**src/rtl/multicycle_alu.sv**
```systemverilog
// multicycle_alu: ALU with a START/DONE handshake, barrel shifts/rotate and an optional shift-add multiplier (ALU_MUL_EN)
module multicycle_alu #(
    parameter int DATA_W  = 8,
    parameter int SHAMT_W = $clog2(DATA_W) + 1
) (
    input  logic              CLK,
    input  logic              RESET,
    input  logic              START,
    input  logic [3:0]        SELECT,
    input  logic [DATA_W-1:0] DATA1,
    input  logic [DATA_W-1:0] DATA2,
    output logic [DATA_W-1:0] RESULT,
    output logic              ZERO,
    output logic              BUSY,
    output logic              DONE,
    output logic              ILLEGAL
);
    localparam logic [3:0] OP_FWD = 4'd0;
    localparam logic [3:0] OP_ADD = 4'd1;
    localparam logic [3:0] OP_AND = 4'd2;
    localparam logic [3:0] OP_OR  = 4'd3;
    localparam logic [3:0] OP_SLL = 4'd5;
    localparam logic [3:0] OP_SRL = 4'd6;
    localparam logic [3:0] OP_SRA = 4'd7;
    localparam logic [3:0] OP_ROR = 4'd8;
    localparam logic [SHAMT_W-1:0] W_SH = SHAMT_W'(DATA_W);
    logic [SHAMT_W-1:0] sh, rot;
    logic [DATA_W-1:0]  sc_res, mul_res, fin_res;
    logic               sc_ill, sc_go, mul_fin, mul_sel, idle;
    assign sh      = DATA2[SHAMT_W-1:0];
    assign rot     = sh % W_SH;
    assign sc_go   = START && idle && !mul_sel;
    assign fin_res = mul_fin ? mul_res : sc_res;
`ifdef ALU_MUL_EN
    localparam logic [3:0] OP_MUL = 4'd4;
    typedef enum logic {IDLE, MUL_RUN} state_t;
    state_t             state, state_n;
    logic [DATA_W-1:0]  acc, acc_n, mcand, mplier;
    logic [SHAMT_W-1:0] cnt;
    logic               last;
    assign idle    = state == IDLE;
    assign mul_sel = SELECT == OP_MUL;
    assign last    = cnt == W_SH - 1'b1;
    assign acc_n   = acc + (mplier[0] ? mcand : '0);
    assign mul_fin = state == MUL_RUN && last;
    assign mul_res = acc_n;
    // State register
    always_ff @(posedge CLK) begin
        state <= RESET ? IDLE : state_n;
    end
    // Next state: enter MUL_RUN on an accepted MUL, leave after the last iteration
    always_comb begin
        state_n = state;
        if (idle && START && mul_sel)
            state_n = MUL_RUN;
        else if (mul_fin)
            state_n = IDLE;
    end
    // Multiplier datapath: operands captured at start, one shift-add per cycle
    always_ff @(posedge CLK) begin
        if (RESET) begin
            BUSY   <= 1'b0;
            cnt    <= '0;
            acc    <= '0;
            mcand  <= '0;
            mplier <= '0;
        end else if (idle && START && mul_sel) begin
            BUSY   <= 1'b1;
            cnt    <= '0;
            acc    <= '0;
            mcand  <= DATA1;
            mplier <= DATA2;
        end else if (state == MUL_RUN) begin
            BUSY   <= !last;
            cnt    <= last ? '0 : cnt + 1'b1;
            acc    <= acc_n;
            mcand  <= mcand << 1;
            mplier <= mplier >> 1;
        end
    end
`else
    assign idle    = 1'b1;
    assign mul_sel = 1'b0;
    assign mul_fin = 1'b0;
    assign mul_res = '0;
    assign BUSY    = 1'b0;
`endif
    // Single-cycle result; opcode 4 lands in the default here and is only legal via the multiplier path
    always_comb begin
        sc_res = '0;
        sc_ill = 1'b0;
        case (SELECT)
            OP_FWD:  sc_res = DATA2;
            OP_ADD:  sc_res = DATA1 + DATA2;
            OP_AND:  sc_res = DATA1 & DATA2;
            OP_OR:   sc_res = DATA1 | DATA2;
            OP_SLL:  sc_res = sh >= W_SH ? '0 : DATA1 << sh;
            OP_SRL:  sc_res = sh >= W_SH ? '0 : DATA1 >> sh;
            OP_SRA:  sc_res = sh >= W_SH ? {DATA_W{DATA1[DATA_W-1]}} : $unsigned($signed(DATA1) >>> sh);
            OP_ROR:  sc_res = DATA_W'({DATA1, DATA1} >> rot);
            default: sc_ill = 1'b1;
        endcase
    end
    // Result registers: updated together with a one-cycle DONE on every completed op
    always_ff @(posedge CLK) begin
        if (RESET) begin
            RESULT  <= '0;
            ZERO    <= 1'b1;
            DONE    <= 1'b0;
            ILLEGAL <= 1'b0;
        end else begin
            DONE <= sc_go || mul_fin;
            if (sc_go || mul_fin) begin
                RESULT  <= fin_res;
                ZERO    <= fin_res == '0;
                ILLEGAL <= !mul_fin && sc_ill;
            end
        end
    end
endmodule

```
**config.mk**
```make
export PLATFORM = sky130hd
export DESIGN_NAME = multicycle_alu
export DESIGN_NICKNAME = d
export VERILOG_FILES = /design/src/rtl/multicycle_alu.sv
export SDC_FILE = /design/constraint.sdc
export NUM_CORES = 1
export LEC_CHECK = 0
export ABC_AREA = 0
export ABC_CLOCK_PERIOD_IN_PS = 3190
export CAP_MARGIN = 10
export CORE_MARGIN = 1.5
export CORE_UTILIZATION = 45
export CTS_CLUSTER_DIAMETER = 150
export DETAILED_ROUTE_END_ITERATION = 7
export GPL_TIMING_DRIVEN = 0
export HOLD_SLACK_MARGIN = 0.1
export MAX_ROUTING_LAYER = met4
export PLACE_DENSITY = 0.78
export SLEW_MARGIN = 20
export SYNTH_ARGS = -nofsm -noshare
export SYNTH_HDL_FRONTEND = slang
export SYNTH_SLANG_ARGS = --single-unit
```
**constraint.sdc**
```tcl
create_clock -name CLK -period 3.19 [get_ports CLK]
set_input_delay 0.319 -clock CLK [delete_from_list [all_inputs] [get_ports CLK]]
set_output_delay 0.319 -clock CLK [all_outputs]
set_load 0.02 [all_outputs]
```
Word-level counts from Yosys, hierarchy flattened
Cells that the tools add are included.
- add/subtract/negate cells: 1
- order comparisons: 1
- eq/ne operators: 7
- shift operators: 4
- muxes and demuxes: 5
- bitwise operators: 2
- reductions and logical operators: 3
- operator list (operator ; number):
    $pmux 8 s8 ; 1
    $mux 8 ; 3
    $shr 16x3->8 ; 1
    $eq 4x3->1 const B ; 3
    $add 8x8->8 ; 1
    $and 8x8->8 ; 1
    $eq 4x2->1 const B ; 2
    $logic_not 8->1 ; 1
    $or 8x8->8 ; 1
    $reduce_or 8->1 ; 1
    $shl 8x4->8 ; 1
    $shr 8x4->8 ; 1
    $sshr 8x4->8 ; 1
    $eq 4x1->1 const B ; 1
    $eq 4x4->1 const B ; 1
    $ge 4x4->1 const B ; 1
    $logic_not 4->1 ; 1
    $mux 1 ; 1
- bits in registers: 11
- output and inout bits: 12

Logic depth before layout (Yosys ltp)
- word-level depth: 4
- mapped depth: 11
- mapped depth without buffers: 9

Least setup slack after synthesis
No wires, ideal clock.
- path type: input to register
- from: in DATA2[1]
- to: reg ZERO
- setup time: 84 ps
- data arrival time: 2436 ps
- path slack: 670 ps
- cell stages on the path: 10
- buffers on the path: 1
- cells stage by stage: buf_2 > clkinv_1 > ha_1 > a21o_1 > a211o_1 > a2111o_1 > a21o_1 > a31oi_1 > inv_1 > o31ai_2
- cells in the longest elaborated chain, start to end: 4
- elaborated cells between the ends (all ways): 13
- those cells by class: 1 x add/sub; 1 x order compare; 4 x shift; 4 x mux; 2 x bitwise; 1 x reduce/logical
- ends and longest elaborated chain (what ; RTL line ; text):
    start: declaration ; 11 ; input logic [DATA_W-1:0] DATA2,
    parallel branches: the longest is 2 deep, another holds $add 8x8->8 ; - ;
    $pmux 8 s8 * ; 92 ; case (SELECT)
    $logic_not 8->1 * ; 115 ; ZERO <= fin_res == '0;
    end signal: assignment ; 108 ; ZERO <= 1'b1;
    end signal: assignment ; 115 ;
    end: declaration ; 13 ; output logic ZERO,
Every way passes the cells marked *.
A chain may end at the register's enable or synchronous reset.

Final worst setup path
- from: in DATA2[2]
- to: reg ZERO
The elaborated chain is that of the path after synthesis.

==> results by group <==
Detailed routing
  • DR WL/cell: 17.48 µm
  • Post-route ant nets: 0
  • Total wire length: 6172 µm
  • Routed vias/inst: 6.385
  • Starting DRT DRC Count: 281
  • Residual DRC: 0
  • Drt first pass iters: 6
  • Routed via count: 2254

Synth
  • Post-synth top area cell: dfxtp_1
  • Cell count after synthesis: 264
  • Post-synth EDFFs: 0
  • Post-synth top area share: 10.46%
  • Dominant synthesized flop cell: dfxtp_1
  • Ys async rst share: 0%
  • Avg Inst Size Synth: 7.976 µm²
  • Synth Register Bits: 11
  • Yosys cell types: 61
  • Post-synth net total: 305
  • Synthesized cell area: 2106 µm²
  • Area contributors post-synth: dfxtp_1 (10%), ha_1 (10%), mux4_2 (7.5%), mux4_1 (6.2%), mux2i_1 (5.7%)
  • Syn. warnings: 0
  • Sequential fraction of the synthesis area: 10.46%

Layout
  • Layout area overhead: 20.97%
  • Ant diodes: 0
  • Most frequent cells in the layout: clkdlybuf4s50_1 (31), nor2_1 (22), inv_1 (20)
  • Commonest non-fill, non-tap cell in the layout: clkdlybuf4s50_1
  • Layout cells sized above 1: 12.96%
  • Nets: 343
  • Post-Layout Cell Count: 353

Timing
  • Post-layout min period: 3.016 ns
  • Hold violation total from the final report: 0
  • Final setup fails: 0
  • Fmax: 331.5 MHz
  • Max_slew headroom: 49.32%
  • Max-slew violation count: 0
  • Period Utilization, post-route: 94.55%
  • Worst slew pin tran: 0.7582 ns
  • Worst Slack Setup Final: 0.1737 ns
  • Layout Skew: 0 ns
  • RSZ-0062 raised after global routing: false

Critical path
  • Worst path bufs/invs: 4
  • Setup crit start kind: primary input
  • Worst EP required: 3.34 ns
  • Worst setup EP type: flop
  • Top delay family on crit path: buffers and inverters
  • WS Path Type: in2reg
  • Slowest-stage cell, CP: clkdlybuf4s50_1
  • Worst Path Arrival: 3.17 ns
  • Most Frequent Cell on Critical Path: a21o_1
  • Critical-path cell list: clkdlybuf4s50_1, buf_2, inv_1, clkbuf_2, ha_1, a21o_1, a21o_1, mux2i_1, nor4_1, and3_1, nand4_1, o31ai_2
  • CP max stage delay: 0.47 ns
  • Max FO, Critical Path: 10

Pwr
  • P_leak: 1.032 nW
  • Total power: 0.6191 mW
  • PD cells: 243.0 nW/µm²
  • Max VDD drop: 96.23 µV

Placed design
  • Cell count after placement: 347
  • HPWL after DPL: 4812 µm
  • GP Congestion: 0.9344
  • Port bufs: 31
  • Place WS: -0.2288 ns

Status
  • Run status: finished clean

CTS
  • Maximum clock path buffer count: 2
  • Clk_lat worst skew: 0.23 ns
  • Clock transition at path regs: 0.05 ns
  • H-tree levels: 1
  • TritonCTS clock tree: done
  • Num CTS Buffers: 3
  • Clk root buf: clkbuf_8
  • Clock net sink count: 11

Die
  • Core ar.: 4414 µm²
  • Starting Density: 47.70%
  • Chip height: 71.41 µm
  • IO Pins: 35
  • Die W: 71.41 µm
  • Row count: 24
  • DIE AREA: 5099 µm²

Job
  • Max cap viols: 0

Hold path
  • Hold WC Path Type: reg2reg

Global route
  • Antenna violations before repair: 0
  • Tot GR Track Use: 25.64%
  • First-pass GRT wire length: 10160 µm
  • Grt total ovfl: 0
  • Largest net degree at the start of global routing: 11
  • Vias in the first global route: 2073
## worst paths after layout
| path | end | cells past startpoint | slack, ns | startpoint |
|---|---|---|---|---|
| setup / recovery | ZERO | 12 | 0.17 | DATA2[2] |
| hold reg to reg | RESULT[7] | 2 | 0.48 | RESULT[7] |
| hold / removal | RESULT[7] | 2 | 0.48 | RESULT[7] |
| setup reg to reg | ZERO | 2 | 2.47 | ZERO |
## stage by stage
stage          instance area [µm²]  TNS [ns]  util [%]  hold WS (ns)
6_report                      2547         0     57.71        0.4842
3_3_place_gp                  2481   -0.3079     56.21        0.4636
5_1_grt                       2547         0     57.71        0.5250
3_5_place_dp                  2481   -0.3535     56.21        0.4825
4_1_cts                       2526         0     57.23        0.4887
2_1_floorplan                 2106         0         -        0.4208
## sequential cells by signal (all words and copies together), names as in the netlist
name     count
ILLEGAL      1
RESULT       8
DONE         1
ZERO         1
## logic make-up after synthesis
| logic type | Yosys count | share of synthesized area [%] |
|---|---|---|
| buffers and inverters | 46 | 9.328 |
| muxes | 28 | 21.57 |
| other | 1 | 0.1781 |
| and+or+nand+nor | 86 | 21.81 |
| AOI/OAI and AO/OA | 71 | 24.36 |
| DFF | 11 | 10.46 |
| adders and majority gates | 18 | 11.05 |
| xor gates and xnor gates | 3 | 1.248 |
## cell usage after synthesis (2+ instances only)
master	count
nor2_1	22
clkbuf_1	12
a211oi_1	8
nor3b_1	3
nand2_1	18
o2111ai_1	2
o211ai_1	9
nor3_1	10
a21oi_1	13
o21ai_0	12
a32oi_1	2
nor4_1	3
buf_2	10
o22ai_1	2
dfxtp_1	11
mux2_2	4
ha_1	17
mux4_2	7
a21o_1	4
mux2i_1	12
mux4_1	5
nand2b_1	3
or2_2	2
xnor2_1	3
a31oi_1	2
nand3b_1	4
a22oi_1	2
inv_1	20
a211o_1	2
nand3_1	9
## area by class of cell
| type | instances | area [µm²] |
|---|---|---|
| Timing Repair Buffer | 33 | 325.3 |
| Inverter | 21 | 82.58 |
| Clock buffer | 4 | 45.04 |
| Buffer | 25 | 120.1 |
| Multi-Input combinational cell | 207 | 1689 |
| Tap cell | 52 | 65.06 |
| Sequential cell | 11 | 220.2 |
| Fill cell | 429 | 1867 |
## routing by layer
layer	up-vias	GRT usage [%]	share of wire [%]	wire length (µm)
met5	-	-	0	0
met4	0	7.547	2.5	155
met3	15	3.235	11	649
met2	137	40.43	46	2843
met1	1037	34.56	41	2525
li1	1065	-	-	-
## tightest hold or removal path, stage by stage, from the launching register on
cell and delay, ns:
dfxtp_1 0.30, nor2_1 0.08, a211oi_1 0.05
## power breakdown
| group | internal, mW | switching [mW] |
|---|---|---|
| sequential | 0.148 | 0.00475 |
| clock | 0.0875 | 0.0494 |
| combinational | 0.152 | 0.178 |
| total | 0.387 | 0.232 |
## repair_timing
item | CTS | global route
resized for setup | 0 | 5
hold buffers | 0 | 0
setup endpoints to repair | 0 | 2
setup buffers | 0 | 2
Note: power is estimated with default switching activity, not from simulation.
